## src/rtl/mem_access_ctrl.sv

```systemverilog
// mem_access_ctrl: MEM-stage data-memory sequencer for RISC-V loads/stores.
// Checks alignment and range, drives a ready/valid DMEM request, formats
// store lanes/strobes, extends load data and reports LAM/LAF/SAM/SAF.
// Ports:
//   CLK, RESET_N (sync, active low)
//   MEM_V/LOAD/STORE/FUNCT3/ADDR/WDATA : op from MEM stage
//   WB_STALL                           : WB back-pressure
//   MEM_STALL/DONE/RESULT, MEM_LAM/LAF/SAM/SAF : status to pipeline
//   DMEM_REQ/WE/ADDR/WDATA/WSTRB -> memory, DMEM_READY/RDATA/ERR <- memory
module mem_access_ctrl #(
    parameter logic [63:0] ADDR_LIMIT = 64'h0000_0000_0001_0000,
    parameter int          TIMEOUT    = 255
) (
    input  logic        CLK,
    input  logic        RESET_N,
    input  logic        MEM_V,
    input  logic        MEM_LOAD,
    input  logic        MEM_STORE,
    input  logic [2:0]  MEM_FUNCT3,
    input  logic [63:0] MEM_ADDR,
    input  logic [63:0] MEM_WDATA,
    input  logic        WB_STALL,
    output logic        MEM_STALL,
    output logic        MEM_DONE,
    output logic [63:0] MEM_RESULT,
    output logic        MEM_LAM,
    output logic        MEM_LAF,
    output logic        MEM_SAM,
    output logic        MEM_SAF,
    output logic        DMEM_REQ,
    output logic        DMEM_WE,
    output logic [63:0] DMEM_ADDR,
    output logic [63:0] DMEM_WDATA,
    output logic [7:0]  DMEM_WSTRB,
    input  logic        DMEM_READY,
    input  logic [63:0] DMEM_RDATA,
    input  logic        DMEM_ERR
);

    typedef enum logic [1:0] {
        IDLE   = 2'd0,
        ACCESS = 2'd1,
        DONE   = 2'd2
    } state_t;

    localparam logic [7:0] TO_LAST = 8'(TIMEOUT - 1);

    state_t      state;
    logic [7:0]  cnt;
    logic        ld_q;
    logic [1:0]  size_q;
    logic        uns_q;
    logic [2:0]  off_q;

    logic        op;
    logic        misal;
    logic        range_flt;
    logic [2:0]  off;
    logic [7:0]  bmask;
    logic [7:0]  st_strb;
    logic [63:0] st_data;
    logic [63:0] ld_shift;
    logic [63:0] ld_data;

    // Load wins when both LOAD and STORE are asserted.
    assign op        = MEM_V & (MEM_LOAD | MEM_STORE);
    assign off       = MEM_ADDR[2:0];
    assign range_flt = (MEM_ADDR >= ADDR_LIMIT);

    always_comb begin
        misal = 1'b0;
        bmask = 8'h00;
        unique case (MEM_FUNCT3[1:0])
            2'd0: begin
                misal = 1'b0;
                bmask = 8'h01;
            end
            2'd1: begin
                misal = off[0];
                bmask = 8'h03;
            end
            2'd2: begin
                misal = |off[1:0];
                bmask = 8'h0F;
            end
            2'd3: begin
                misal = |off;
                bmask = 8'hFF;
            end
            default: begin
                misal = 1'b0;
                bmask = 8'h00;
            end
        endcase
    end

    assign st_strb = bmask << off;
    assign st_data = MEM_WDATA << {off, 3'b000};

    // Load extraction uses the offset/size captured when ACCESS was entered.
    assign ld_shift = DMEM_RDATA >> {off_q, 3'b000};

    always_comb begin
        ld_data = 64'h0;
        unique case (size_q)
            2'd0: ld_data = uns_q ? {56'h0, ld_shift[7:0]}
                                  : {{56{ld_shift[7]}}, ld_shift[7:0]};
            2'd1: ld_data = uns_q ? {48'h0, ld_shift[15:0]}
                                  : {{48{ld_shift[15]}}, ld_shift[15:0]};
            2'd2: ld_data = uns_q ? {32'h0, ld_shift[31:0]}
                                  : {{32{ld_shift[31]}}, ld_shift[31:0]};
            2'd3: ld_data = ld_shift;
            default: ld_data = 64'h0;
        endcase
    end

    always_comb begin
        MEM_STALL = 1'b0;
        MEM_DONE  = 1'b0;
        unique case (state)
            IDLE:    MEM_STALL = op;
            ACCESS:  MEM_STALL = 1'b1;
            DONE: begin
                MEM_STALL = WB_STALL;
                MEM_DONE  = ~WB_STALL;
            end
            default: begin
                MEM_STALL = 1'b0;
                MEM_DONE  = 1'b0;
            end
        endcase
    end

    always_ff @(posedge CLK) begin
        if (!RESET_N) begin
            state      <= IDLE;
            cnt        <= 8'h0;
            ld_q       <= 1'b0;
            size_q     <= 2'd0;
            uns_q      <= 1'b0;
            off_q      <= 3'd0;
            MEM_RESULT <= 64'h0;
            MEM_LAM    <= 1'b0;
            MEM_LAF    <= 1'b0;
            MEM_SAM    <= 1'b0;
            MEM_SAF    <= 1'b0;
            DMEM_REQ   <= 1'b0;
            DMEM_WE    <= 1'b0;
            DMEM_ADDR  <= 64'h0;
            DMEM_WDATA <= 64'h0;
            DMEM_WSTRB <= 8'h0;
        end else begin
            unique case (state)
                IDLE: begin
                    if (op) begin
                        ld_q   <= MEM_LOAD;
                        size_q <= MEM_FUNCT3[1:0];
                        uns_q  <= MEM_FUNCT3[2];
                        off_q  <= off;
                        if (misal) begin
                            state   <= DONE;
                            MEM_LAM <= MEM_LOAD;
                            MEM_SAM <= ~MEM_LOAD;
                        end else if (range_flt) begin
                            state   <= DONE;
                            MEM_LAF <= MEM_LOAD;
                            MEM_SAF <= ~MEM_LOAD;
                        end else begin
                            state      <= ACCESS;
                            cnt        <= 8'h0;
                            DMEM_REQ   <= 1'b1;
                            DMEM_WE    <= ~MEM_LOAD;
                            DMEM_ADDR  <= {MEM_ADDR[63:3], 3'b000};
                            DMEM_WDATA <= MEM_LOAD ? 64'h0 : st_data;
                            DMEM_WSTRB <= MEM_LOAD ? 8'h0 : st_strb;
                        end
                    end
                end
                ACCESS: begin
                    // READY on the timeout cycle still completes normally.
                    if (DMEM_READY || cnt == TO_LAST) begin
                        state      <= DONE;
                        DMEM_REQ   <= 1'b0;
                        DMEM_WE    <= 1'b0;
                        DMEM_ADDR  <= 64'h0;
                        DMEM_WDATA <= 64'h0;
                        DMEM_WSTRB <= 8'h0;
                        if (!DMEM_READY || DMEM_ERR) begin
                            MEM_LAF <= ld_q;
                            MEM_SAF <= ~ld_q;
                        end else if (ld_q) begin
                            MEM_RESULT <= ld_data;
                        end
                    end else begin
                        cnt <= cnt + 8'h1;
                    end
                end
                DONE: begin
                    if (!WB_STALL) begin
                        state      <= IDLE;
                        MEM_RESULT <= 64'h0;
                        MEM_LAM    <= 1'b0;
                        MEM_LAF    <= 1'b0;
                        MEM_SAM    <= 1'b0;
                        MEM_SAF    <= 1'b0;
                    end
                end
                default: state <= IDLE;
            endcase
        end
    end

endmodule
```

## config.mk

```make
export PLATFORM = sky130hd
export DESIGN_NAME = mem_access_ctrl
export DESIGN_NICKNAME = d
export VERILOG_FILES = /design/src/rtl/mem_access_ctrl.sv
export SDC_FILE = /design/constraint.sdc
export NUM_CORES = 1
export LEC_CHECK = 0
export BUFFER_PORTS_ARGS = -buffer_cell sky130_fd_sc_hd__clkbuf_2
export CORE_AREA = 2 2 159 161
export CTS_BUF_LIST = sky130_fd_sc_hd__clkbuf_8
export DETAILED_ROUTE_END_ITERATION = 10
export DIE_AREA = 0 0 161 163
export GPL_TIMING_DRIVEN = 0
export PLACE_DENSITY = 0.74
export SYNTH_ARGS = -nofsm -noshare
export SYNTH_HDL_FRONTEND = slang
export SYNTH_SLANG_ARGS = --single-unit
```

## constraint.sdc

```tcl
create_clock -name CLK -period 2.7 [get_ports CLK]
set_input_delay 0 -clock CLK [delete_from_list [all_inputs] [get_ports CLK]]
set_output_delay 0 -clock CLK [all_outputs]
set_load 0.03 [all_outputs]
```

==> impl_metrics.json <==
{
  "rows": 58,
  "clockBufferDepth": 3,
  "final_common_cell": "clkbuf_2",
  "ys_seq_area_share_pct": 40.0,
  "setup_viol": 0,
  "drv_cap": 0,
  "maxSlewViolCount": 0,
  "layout_worst_path_cycle_share_pct": 95.4,
  "die_w_microns": 161,
  "ctsRootBufferMaster": "clkbuf_8",
  "grt_pass1_wl_microns": 67000,
  "slowest_delay_ns": 0.40,
  "ys.flop_type": "dfxtp_1",
  "holdPathStages": 5,
  "nets": 1954,
  "io_buffers": 404,
  "cpMaxStageDelayCell": "a21oi_1",
  "cts_tree": "built",
  "yosysWarnings": 0,
  "track_usage_pct": 33.0,
  "yosysUniqueCellTypes": 56,
  "dpl.cell_count": 1949,
  "routabilityCongestion": 0.990,
  "critical_path_class": "reg -> reg",
  "ys_seq_elements": 220,
  "cp_common_cell": "buf_2",
  "clkSinkCount": 220,
  "fin_util_pct": 62.1,
  "start_util_pct": 44.6,
  "grt_pass1_vias": 11739,
  "die_area_sq_um": 26200,
  "grt_max_degree": 11,
  "path_clk_slew_ns": 0.06,
  "synth-edff-count": 0,
  "syn_to_final_growth_pct": 39.3,
  "netlist_instances": 1213,
  "ant_nets": 0,
  "htree_levels": 2,
  "num_io_pins": 411,
  "drc_errors": 0,
  "vias": 11865,
  "min_period_ns": 2.58,
  "drt_first_pass_iters": 5,
  "antenna_cells": 0,
  "cts_buffers": 40,
  "antenna_found_initial": 0,
  "path_max_fanout": 10,
  "fin_hold_ws_ns": 0.0274,
  "syn_area_sq_um": 11000,
  "dr.first_iter.drc_count": 964,
  "globalRouteOverflowTotal": 0,
  "avgSynthCellArea_sq_um": 9.07,
  "finalHoldViolations": 0,
  "cp.required_ns": 3.14,
  "die_height_microns": 163,
  "slew_headroom_pct": 47.0,
  "core-area_sq_um": 24700,
  "clk_latency_ns": 0.55,
  "arrival_ns": 3.01,
  "fin_cells": 2107,
  "wl_per_cell_microns": 21.2,
  "vias_per_cell": 5.63,
  "worstPathCellList": "clkbuf_4 -> buf_2 -> buf_2 -> buf_2 -> nor2_1 -> a21oi_1 -> o211ai_1 -> a22o_1",
  "finalSetupTns_ns": 0,
  "dp_hpwl_microns": 34500,
  "final_cell_mix": "413 x clkbuf_2, 220 x dfxtp_1, 138 x nand2_1",
  "critPathLaunchType": "register",
  "p_leak_nw": 7.11,
  "rsz0062_at_grt": "false",
  "skew_ns": 0.0226,
  "outcome": "finished clean",
  "worst-slew-pin-transition_ns": 0.794,
  "drive_gt1_share_pct": 33.1,
  "power_density_nw_per_um2": 549,
  "hold_class": "in -> reg",
  "wl_microns": 44600,
  "async_reset_ff_share_pct": 0,
  "fmax_ghz": 0.388,
  "reg2reg_depth": 8,
  "cp-end-kind": "register",
  "ir_drop_uv": 420
}
==> power by group <==
group / internal (mW) / switching, mW
Combinational: 0.582 / 0.833
Sequential: 3.26 / 0.0131
Clock: 2.23 / 1.49
==> stage by stage <==
step                      instance area [sq um]  power, mW  worst slack (ns)
after floorplan                           11000       4.10             0.319
after global placement                    13400       4.60            -0.291
final                                     15300       8.42             0.124
after detailed placement                  13400       4.61            -0.399
after CTS                                 15300       8.40            0.0103
after global routing                      15300       8.70           0.00324
==> path summary, 6_finish.rpt <==
| check | slack [ns] | from | endpoint |
|---|---|---|---|
| setup reg to reg | 0.12 | off_q[0]$_SDFFE_PN0P_ | MEM_RESULT[8]$_SDFFE_PN0P_ |
| hold / removal | 0.03 | DMEM_RDATA[10] | MEM_RESULT[10]$_SDFFE_PN0P_ |
| hold reg to reg | 0.43 | MEM_RESULT[45]$_SDFFE_PN0P_ | MEM_RESULT[45]$_SDFFE_PN0P_ |
| setup / recovery | 0.12 | off_q[0]$_SDFFE_PN0P_ | MEM_RESULT[8]$_SDFFE_PN0P_ |
==> cell type report <==
cell class,instances,area (sq um)
fillers,2191,9360
multi-input cells,875,6130
flip-flops and latches,220,4400
repair buffers,491,2880
clock buffers,56,771
plain buffers,105,479
well taps,330,413
clock inverters,18,189
inverters,12,45.0
==> critical path, delay by kind of cell, from the launching register on <==
family | cells | cell delay [ns]
buf+inv | 4 | 1.20
compound gates | 3 | 0.80
flops | 1 | 0.39
simple gates | 1 | 0.08
==> timing repair <==
action,in CTS,in global routing
hold buffers,83,0
setup buffers,2,2
resized for setup,11,18
pin swaps,3,1
endpoints found under the hold margin,90,0
setup endpoints to repair,151,129
==> layer usage <==
| metal | global-route usage (%) | routed length [microns] | up-vias |
|---|---|---|---|
| li1 | - | - | 5531 |
| met1 | 38.2 | 16700 | 5523 |
| met2 | 56.3 | 21100 | 666 |
| met3 | 7.61 | 4120 | 145 |
| met4 | 18.8 | 2650 | 0 |
| met5 | 0 | 0 | - |
==> synth_stat cells (4+ instances only) <==
library cell	number	area share, %
nor3_1	7	0.32
mux4_2	27	5.5
a31oi_1	9	0.51
nand2b_1	5	0.28
o21ai_1	7	0.32
buf_2	27	1.2
clkbuf_1	65	2.2
and2_1	9	0.51
nor3b_1	6	0.41
and3_1	52	3.0
a21oi_1	73	3.3
buf_1	10	0.34
nand4_1	7	0.40
dfxtp_1	220	40
nand3b_1	6	0.41
o21ai_0	80	3.6
nand2_1	138	4.7
o22ai_1	25	1.4
nand3_1	7	0.32
o211ai_1	18	1.2
ha_1	6	0.68
o2bb2ai_1	27	2.1
a22o_1	67	5.3
nor4_1	17	0.97
mux2i_1	102	9.3
inv_1	12	0.41
mux2_2	23	2.4
a21o_1	4	0.27
nor2b_1	25	1.4
a211oi_1	13	0.89
nor2_1	73	2.5
a22oi_1	8	0.55
==> state kept, by name, indices dropped and copies added (netlist names) <==
register and count:
DMEM_WDATA 64, MEM_RESULT 64, DMEM_ADDR 61, DMEM_WSTRB 8, cnt 8, off_q 3, size_q 2, state 2
DMEM_REQ 1, DMEM_WE 1, MEM_LAF 1, MEM_LAM 1, MEM_SAF 1, MEM_SAM 1, ld_q 1, uns_q 1
==> cells by family (layout without fill, tap and decap cells) <==
family / after synthesis / count (layout) / share of synthesized area [%]
AOI/OAI and AO/OA: 346 / 346 / 21.0
xor gates and xnor gates: 3 / 3 / 0.239
adders and majority gates: 6 / 6 / 0.682
buffers and inverters: 120 / 682 / 4.71
DFF: 220 / 220 / 40.0
muxes: 152 / 152 / 17.2
other: 1 / 3 / 0.0341
and+or+nand+nor: 365 / 365 / 16.2
Power figures use the tool's default switching activity.
